===== config.mk =====
export PLATFORM = sky130hd
export DESIGN_NAME = move_ctrl
export DESIGN_NICKNAME = d
export VERILOG_FILES = /design/src/rtl/tetris_pkg.sv /design/src/rtl/btn_debounce.sv /design/src/rtl/move_ctrl.sv
export SDC_FILE = /design/constraint.sdc
export NUM_CORES = 1
export LEC_CHECK = 0
export CORE_ASPECT_RATIO = 1.5
export CORE_UTILIZATION = 30
export DETAILED_ROUTE_END_ITERATION = 7
export GPL_ROUTABILITY_DRIVEN = 0
export PLACE_DENSITY_LB_ADDON = 0.25
export SETUP_SLACK_MARGIN = 0.1
export SLEW_MARGIN = 20
export SYNTH_ARGS = -nofsm -noshare
export SYNTH_HDL_FRONTEND = slang
export SYNTH_SLANG_ARGS = --single-unit

===== constraint.sdc =====
create_clock -name clock -period 4 [get_ports clock]
set_clock_uncertainty 0.05 [all_clocks]
set_input_delay 0.8 -clock clock [delete_from_list [all_inputs] [get_ports clock]]
set_output_delay 0.8 -clock clock [all_outputs]
set_load 0.01 [all_outputs]

===== src/rtl/tetris_pkg.sv =====
// tetris_pkg: shared shape indices, arbiter state encoding and LFSR helpers for move_ctrl.
package tetris_pkg;
  localparam int NUM_SHAPES = 5;
  localparam logic [2:0] SHAPE_I = 3'd0, SHAPE_O = 3'd1, SHAPE_T = 3'd2, SHAPE_S = 3'd3, SHAPE_Z = 3'd4;
  typedef enum logic [1:0] {IDLE = 2'd0, HOLD = 2'd1, OVER = 2'd2} state_t;
  localparam logic [7:0] LFSR_SEED = 8'h01;
  localparam logic [7:0] LFSR_TAPS = 8'h71;
  // Galois step for x^8+x^6+x^5+x^4+1, shifting toward the MSB
  function automatic logic [7:0] lfsr_step(input logic [7:0] l);
    return {l[6:0], 1'b0} ^ (l[7] ? LFSR_TAPS : 8'h00);
  endfunction
  function automatic logic [2:0] shape_of(input logic [7:0] l);
    return l[2:0] > SHAPE_Z ? l[2:0] - 3'(NUM_SHAPES) : l[2:0];
  endfunction
endpackage


===== src/rtl/btn_debounce.sv =====
// btn_debounce: 2-flop synchronizer, stability counter and registered rising-edge pulse.
// AUTO_REPEAT_EN exposes the debounced level for the repeat timers.
module btn_debounce #(
  parameter int DEBOUNCE_CYCLES = 250000
) (
  input  logic clock,
  input  logic resetn,
  input  logic raw,
`ifdef AUTO_REPEAT_EN
  output logic level,
`endif
  output logic rise
);
  localparam int CW = $clog2(DEBOUNCE_CYCLES + 1);
  logic [1:0] sync;
  logic [CW-1:0] cnt;
  logic lvl, hit;
  assign hit = sync[1] != lvl && cnt == CW'(DEBOUNCE_CYCLES);
`ifdef AUTO_REPEAT_EN
  assign level = lvl;
`endif
  always_ff @(posedge clock or negedge resetn)
    if (!resetn) begin
      sync <= 2'b00;
      cnt  <= '0;
      lvl  <= 1'b0;
      rise <= 1'b0;
    end else begin
      sync <= {sync[0], raw};
      cnt  <= (sync[1] == lvl || hit) ? '0 : cnt + 1'b1;
      lvl  <= lvl ^ hit;
      rise <= hit && !lvl;
    end
endmodule


===== src/rtl/move_ctrl.sv =====
// move_ctrl: debounced buttons and gravity timer arbitrated into exclusive one-cycle move pulses, plus blockType.
// Optional AUTO_REPEAT_EN re-arms left/right while they stay held.
module move_ctrl #(
  parameter int DEBOUNCE_CYCLES = 250000,
  parameter int GRAVITY_CYCLES = 25000000,
  parameter int HOLDOFF_CYCLES = 2
) (
  input  logic       clock,
  input  logic       resetn,
  input  logic       btnLeft,
  input  logic       btnRight,
  input  logic       btnDown,
  input  logic       btnRotate,
  input  logic       gameOver,
  output logic       leftTrue,
  output logic       rightTrue,
  output logic       downTrue,
  output logic       rotateTrue,
  output logic [2:0] blockType
);
  import tetris_pkg::*;
  localparam int GW = $clog2(GRAVITY_CYCLES);
  localparam int HW = $clog2(HOLDOFF_CYCLES + 2);
  logic [3:0] raw, rise, pend, sel, set;
  logic gwrap;
  state_t state, state_nx;
  logic [HW-1:0] hold;
  logic [GW-1:0] grav;
  logic [7:0] lfsr, lfsr_nx;
  assign raw = {btnRotate, btnRight, btnLeft, btnDown};
`ifdef AUTO_REPEAT_EN
  localparam int FIRST = 16 * HOLDOFF_CYCLES + DEBOUNCE_CYCLES;
  localparam int NEXT = 8 * HOLDOFF_CYCLES;
  localparam int RW = $clog2(FIRST + 1);
  logic [3:0] lvl;
  logic [2:1] rep;
  for (genvar r = 1; r < 3; r++) begin : g_rep
    logic first;
    logic [RW-1:0] cnt;
    assign rep[r] = lvl[r] && cnt == RW'((first ? FIRST : NEXT) - 1);
    always_ff @(posedge clock or negedge resetn)
      if (!resetn) begin
        first <= 1'b1;
        cnt   <= '0;
      end else if (!lvl[r]) begin
        first <= 1'b1;
        cnt   <= '0;
      end else if (sel[r]) cnt <= '0;
      else if (rep[r]) begin
        first <= 1'b0;
        cnt   <= '0;
      end else cnt <= cnt + 1'b1;
  end
  assign set = {rise[3], rise[2:1] | rep, rise[0] | gwrap};
`else
  assign set = {rise[3:1], rise[0] | gwrap};
`endif
  for (genvar i = 0; i < 4; i++) begin : g_btn
    btn_debounce #(.DEBOUNCE_CYCLES(DEBOUNCE_CYCLES)) u_db (
      .clock(clock),
      .resetn(resetn),
      .raw(raw[i]),
`ifdef AUTO_REPEAT_EN
      .level(lvl[i]),
`endif
      .rise(rise[i])
    );
  end
  always_ff @(posedge clock or negedge resetn)
    if (!resetn) state <= IDLE;
    else state <= state_nx;
  always_comb
    state_nx = gameOver ? OVER :
               state == IDLE ? (|pend ? HOLD : IDLE) :
               state == HOLD ? (hold <= HW'(1) ? IDLE : HOLD) : IDLE;
  // lowest set bit wins: down > left > right > rotate
  always_comb sel = (state == IDLE && !gameOver) ? pend & (~pend + 4'd1) : 4'd0;
  assign gwrap = state == IDLE && !gameOver && !sel[0] && grav == GW'(GRAVITY_CYCLES - 1);
  assign lfsr_nx = lfsr_step(lfsr);
  // gravity pauses through the holdoff, so its period restarts once the hold ends
  always_ff @(posedge clock or negedge resetn)
    if (!resetn) begin
      hold <= '0;
      pend <= 4'd0;
      grav <= '0;
      {rotateTrue, rightTrue, leftTrue, downTrue} <= 4'd0;
      lfsr <= LFSR_SEED;
      blockType <= SHAPE_O;
    end else begin
      hold <= |sel ? HW'(HOLDOFF_CYCLES) : state == HOLD ? hold - 1'b1 : hold;
      pend <= (gameOver || state == OVER) ? 4'd0 : (pend & ~sel) | set;
      grav <= (gameOver || state == OVER || sel[0]) ? '0 : state != IDLE ? grav : gwrap ? '0 : grav + 1'b1;
      {rotateTrue, rightTrue, leftTrue, downTrue} <= sel;
      lfsr <= lfsr_nx;
      blockType <= shape_of(lfsr_nx);
    end
endmodule


## Word-level counts from Yosys, hierarchy flattened

Index checks and enable logic that the tools add are counted.

- Register bits: 136
- Bits of input ports: 7
- Output and inout port bits: 7
- Logic and storage cells: 109

- $add $sub $neg: 8
- Order comparisons: 2
- Equality and inequality tests: 16
- Muxes and demuxes: 18
- Bitwise operators: 11
- Reduce and logical (&&, ||, !) cells: 28

Operator list:

| operator | number |
|---|---|
| $mux 25 | 3 |
| $add 18x1->18 const B | 4 |
| $eq 18x18->1 const B | 4 |
| $mux 18 | 4 |
| $add 25x1->25 const B | 1 |
| $eq 25x25->1 const B | 1 |
| $logic_and 1x1->1 | 11 |
| $and 4x4->4 | 2 |
| $mux 4 | 2 |
| $not 4->4 | 2 |
| $reduce_or 4->1 | 2 |
| $xor 8x7->8 | 1 |
| $mux 7 | 1 |
| $logic_not 1->1 | 6 |
| $logic_or 1x1->1 | 6 |
| $mux 2 | 3 |
| $add 4x1->4 const B | 1 |
| $eq 1x1->1 | 4 |
| $mux 1 | 4 |
| $ne 1x1->1 | 4 |
| $or 4x4->4 | 1 |
| $reduce_bool 2->1 | 2 |
| $xor 1x1->1 | 4 |
| $gt 3x3->1 const B | 1 |
| other kinds (9) | 9 |

## Logic depth before layout (Yosys ltp)

- Depth after elaboration: 10
- Mapped depth: 8
- Gate-level depth less buffers: 7

## Modules after synthesis

From an unflattened synthesis, not the netlist that was laid out.

- Cells, all modules: 647
- Area, all modules: 6,621.4 µm²

Modules (own cells, without submodules):

| module | instances | cells an instance | area an instance (µm²) | sequential area each (µm²) |
|---|---|---|---|---|
| btn_debounce | 4 | 107 | 1,087.3 | 550.5 |
| move_ctrl | 1 | 219 | 2,272.2 | 1,203.7 |

## Least setup slack after synthesis

Ideal clock, no wire load.

- Kind: flip-flop to flip-flop
- Start: register grav[0]
- End: register grav[0]
- Setup time: 125 ps
- Arrival: 1,901 ps
- Required time: 3,825 ps
- Path slack: 1,925 ps
- Stages on the path, launching flop included: 7
- Buffers on the path: 1
- Period minus slack after synthesis: 2,075 ps
- Cell sequence: dfrtp_1 > ha_1 > nand3_1 > or4_4 > o21a_4 > buf_6 > mux2_2

- Cells in the longest elaborated chain, start to end: 5
- Elaborated cells between the ends (all ways): 6
- Classes of those cells: add/sub (1); eq/ne (1); mux (3); reduce/logical (1)

RTL lines:

| element | RTL line | text |
|---|---|---|
| start, declared | move_ctrl.sv:28 | `logic [GW-1:0] grav;` |
| start signal, assigned | move_ctrl.sv:92 | `grav <= (gameOver \|\| state == OVER \|\| sel[0]) ? '0 : state != IDLE ? grav : gwrap ? '0 : grav + 1'b1;` |
| parallel branches: the longest is 2 deep, another holds $add 25x1->25 | - |  |
| $mux 25 * (3 in a row) | move_ctrl.sv:92 |  |

Mark *: on every way between the ends. The select of a mux whose other input is x is not followed.
A chain may end at the register's enable or synchronous reset.

## Worst setup path after layout

- Start: input port gameOver
- End: register grav[14]

- Cells in the longest elaborated chain, start to end: 9
- Elaborated cells between the ends (all ways): 12
- Classes of those cells: eq/ne (1); mux (4); reduce/logical (7)

RTL lines:

| element | RTL line | text |
|---|---|---|
| start, declared | move_ctrl.sv:14 | `input logic gameOver,` |
| $logic_not 1->1 | move_ctrl.sv:77, move_ctrl.sv:78 |  |
| $logic_and 1x1->1 | move_ctrl.sv:77, move_ctrl.sv:78 |  |
| $mux 4 | move_ctrl.sv:77 | `always_comb sel = (state == IDLE && !gameOver) ? pend & (~pend + 4'd1) : 4'd0;` |
| $logic_not 1->1 | move_ctrl.sv:78 | `assign gwrap = state == IDLE && !gameOver && !sel[0] && grav == GW'(GRAVITY_CYCLES - 1);` |
| $logic_and 1x1->1 (2 in a row) | move_ctrl.sv:78 |  |
| $mux 25 (3 in a row) | move_ctrl.sv:92 |  |

Parallel ways exist; a longest one is shown, timed or not. The select of a mux whose other input is x is not followed.

==> flow_summary.json <==
{
  "outcome": "finished clean",
  "clk_path_buf_depth": 2,
  "finalSetupTns_ns": 0,
  "async_flop_share": 1.00,
  "arrival_ns": 2.79,
  "top_usage_layer": "met2",
  "drtIter0Drc": 252,
  "antenna_found_initial": 0,
  "hpwlAfterDp_um": 8480,
  "drv_cap": 0,
  "clk_pin_slew_ns": 0.06,
  "fin_util": 0.351,
  "die_w_um": 121,
  "rsz0062_at_grt": "no",
  "synthFlopType": "dfrtp_1",
  "start_util": 0.305,
  "hold_path.class": "reg2reg",
  "required_ns": 4.24,
  "tightest_slew_ns": 0.918,
  "avgSynthCellArea_um2": 10.0,
  "slew_headroom": 0.388,
  "final_antenna_net_count": 0,
  "clock_sinks": 136,
  "overflow": 0,
  "fillers": 2125,
  "setup_viol": 0,
  "cts_buffers": 17,
  "ioPinCount": 14,
  "finalNonFillerCells": 935,
  "min_period_ns": 2.55,
  "final_nets": 673,
  "first_global_vias": 4734,
  "cellLeakagePower_uw": 0.00297,
  "cts_resized": 0,
  "use_met2": 0.219,
  "port_buffers": 13,
  "syn-num-nets": 656,
  "crit_fanout": 13,
  "path_class": "in2reg",
  "clkPwrFrac": 0.500,
  "die-area_um2": 21900,
  "row_count": 65,
  "crit_path_end_kind": "register",
  "ys_ff_latch": 136,
  "cts-hold-fix-buffers": 0,
  "syn_to_final_growth_pct": 15.0,
  "yosys_warnings": 0,
  "grt_pass1_wl_um": 22300,
  "coreArea_um2": 21000,
  "vias": 4479,
  "dp_cells": 903,
  "peakVddDrop_v": 0.000285,
  "slew_viol_final": 0,
  "route.detailed.drc": 0,
  "grt_max_degree": 96,
  "drive_gt1_frac": 0.0750,
  "use_met1": 0.149,
  "dr.pass1.iters": 4,
  "cts_tree": "done",
  "post-cts-setup-buffer-count": 0,
  "grt_util_all_layers": 0.128,
  "finalCritPeriodShare": 0.637,
  "critPathLaunchType": "primary input",
  "synth.distinct_cells": 49,
  "htreeDepth": 4,
  "fp.dieH_um": 181,
  "drt_wl_total_um": 12500,
  "synth_edf_count": 0,
  "hold_viol_final": 0,
  "power.density_nw_per_um2": 409,
  "pwr-share-comb": 0.031,
  "cts_root_buf": "clkbuf_16",
  "synth_area_um2": 6400,
  "p_seq_frac": 0.469,
  "syn_inst": 637,
  "seq_area_frac_synth": 0.532,
  "wl_per_cell_um": 13.4,
  "p_sw_frac": 0.239,
  "fmax_mhz": 393,
  "internal_power_uw": 2290,
  "grt_util_met3": 0.0328,
  "via_per_inst": 4.79,
  "antenna_cells": 0,
  "switchingPower_uw": 719,
  "clkLatencyLatePin_ns": 0.42
}
[placed cells by master, fill, tap and decap left out, types with 12 or more instances in the layout]
cell / netlist / layout
and3_1: 14 / 14
clkbuf_16: 0 / 17
clkdlybuf4s50_1: 0 / 12
dfrtp_1: 134 / 134
ha_1: 12 / 12
inv_1: 36 / 36
nand2_1: 31 / 31
nand3_1: 43 / 43
nand4_1: 16 / 16
nor2_1: 117 / 117
nor3_1: 24 / 24
nor4_1: 17 / 17
xnor2_1: 62 / 62
xor2_1: 23 / 23
[power groups by stage]
stage	clock network, uW	logic (uW)	registers, uW
finish	1500	93.5	1410
global route	1610	109	1420
CTS	1560	98.0	1410
detailed placement	0	97.3	1440
global placement	0	94.3	1440
floorplan	0	55.1	1430
[synthesized netlist by cell type, drive strengths merged (4+ instances only)]
cell    instances  share of area
nor3b           5         0.0059
or4             5         0.0065
xor2           23          0.031
nor4           17          0.017
or3             5         0.0049
dfrtp         134           0.52
o21ai          10         0.0078
nand3          43          0.034
a31oi          11          0.011
xnor2          62          0.085
inv            36          0.021
clkbuf          7         0.0041
and3           14          0.014
mux2            5         0.0088
nand4          17          0.019
nor2          117          0.069
nor3           24          0.019
nand2          32          0.019
nand4b          4         0.0055
buf             9          0.011
nor4b           4         0.0055
a21oi           7         0.0055
nand2b          5         0.0049
ha             12          0.023
[worst max-delay path, stage by stage]
cell and delay (ns):
clkdlybuf4s50_1 0.74, nand2b_1 0.46, nand3_1 0.28, nor4_1 0.29
xnor2_1 0.16, nor2_1 0.05
[per-stage QoR]
stage	setup WS [ns]	total power, uW	hold slack, ns	cell area [um2]
final	1.45	3010	0.306	7360
after global routing	1.27	3130	0.315	7360
after CTS	1.46	3070	0.305	7360
after detailed placement	1.01	1540	0.290	6790
after global placement	1.04	1530	0.289	6790
after floorplan	1.92	1490	0.281	6400
[cells by family (layout without fill, tap and decap cells)]
logic type / after synthesis / count (layout) / share of synthesized area
AOI/OAI and AO/OA: 39 / 39 / 0.0407
xor gates and xnor gates: 85 / 85 / 0.116
adders and majority gates: 12 / 12 / 0.0235
buffers and inverters: 52 / 82 / 0.0362
DFF: 136 / 136 / 0.532
muxes: 7 / 7 / 0.0119
and+or+nand+nor: 306 / 306 / 0.239
[sequential cells by signal, indices dropped and copies added, names as in the netlist, 2 cells and up, named ones only]
signal and flops:
grav 25, blockType 3, g_btn.u_db.sync 8, g_btn.u_db.cnt 72
pend 4, hold 2, g_btn.u_db.rise 4, state 2
lfsr 8
[layout make-up]
class,instances,area [um2],area share
clock inverter,15,146,0.0199
tap,268,335,0.0456
timing repair buffer,14,151,0.0206
inverter,36,135,0.0184
sequential,136,3410,0.463
clock buffer,17,425,0.0578
multi-input combinational,449,2760,0.375
[path summary, 6_finish.rpt]
path,from,to,slack (ns),cells after the start
max,gameOver,grav[14],1.45,6
min,g_btn[2].u_db.sync[0],g_btn[2].u_db.sync[1],0.31,0
max reg2reg,grav[0],grav[11],1.62,6
min reg2reg,g_btn[2].u_db.sync[0],g_btn[2].u_db.sync[1],0.31,0
max in group asynchronous,resetn,lfsr[0],2.63,2
min in group asynchronous,resetn,g_btn[0].u_db.cnt[3],0.40,1
[routing by layer]
metal  vias to the layer above  wire, um
li1                       2198         -
met1                      2198      5430
met2                        64      6450
met3                        19       371
met4                         0       280
met5                         -         0
Power figures use the tool's default switching activity.
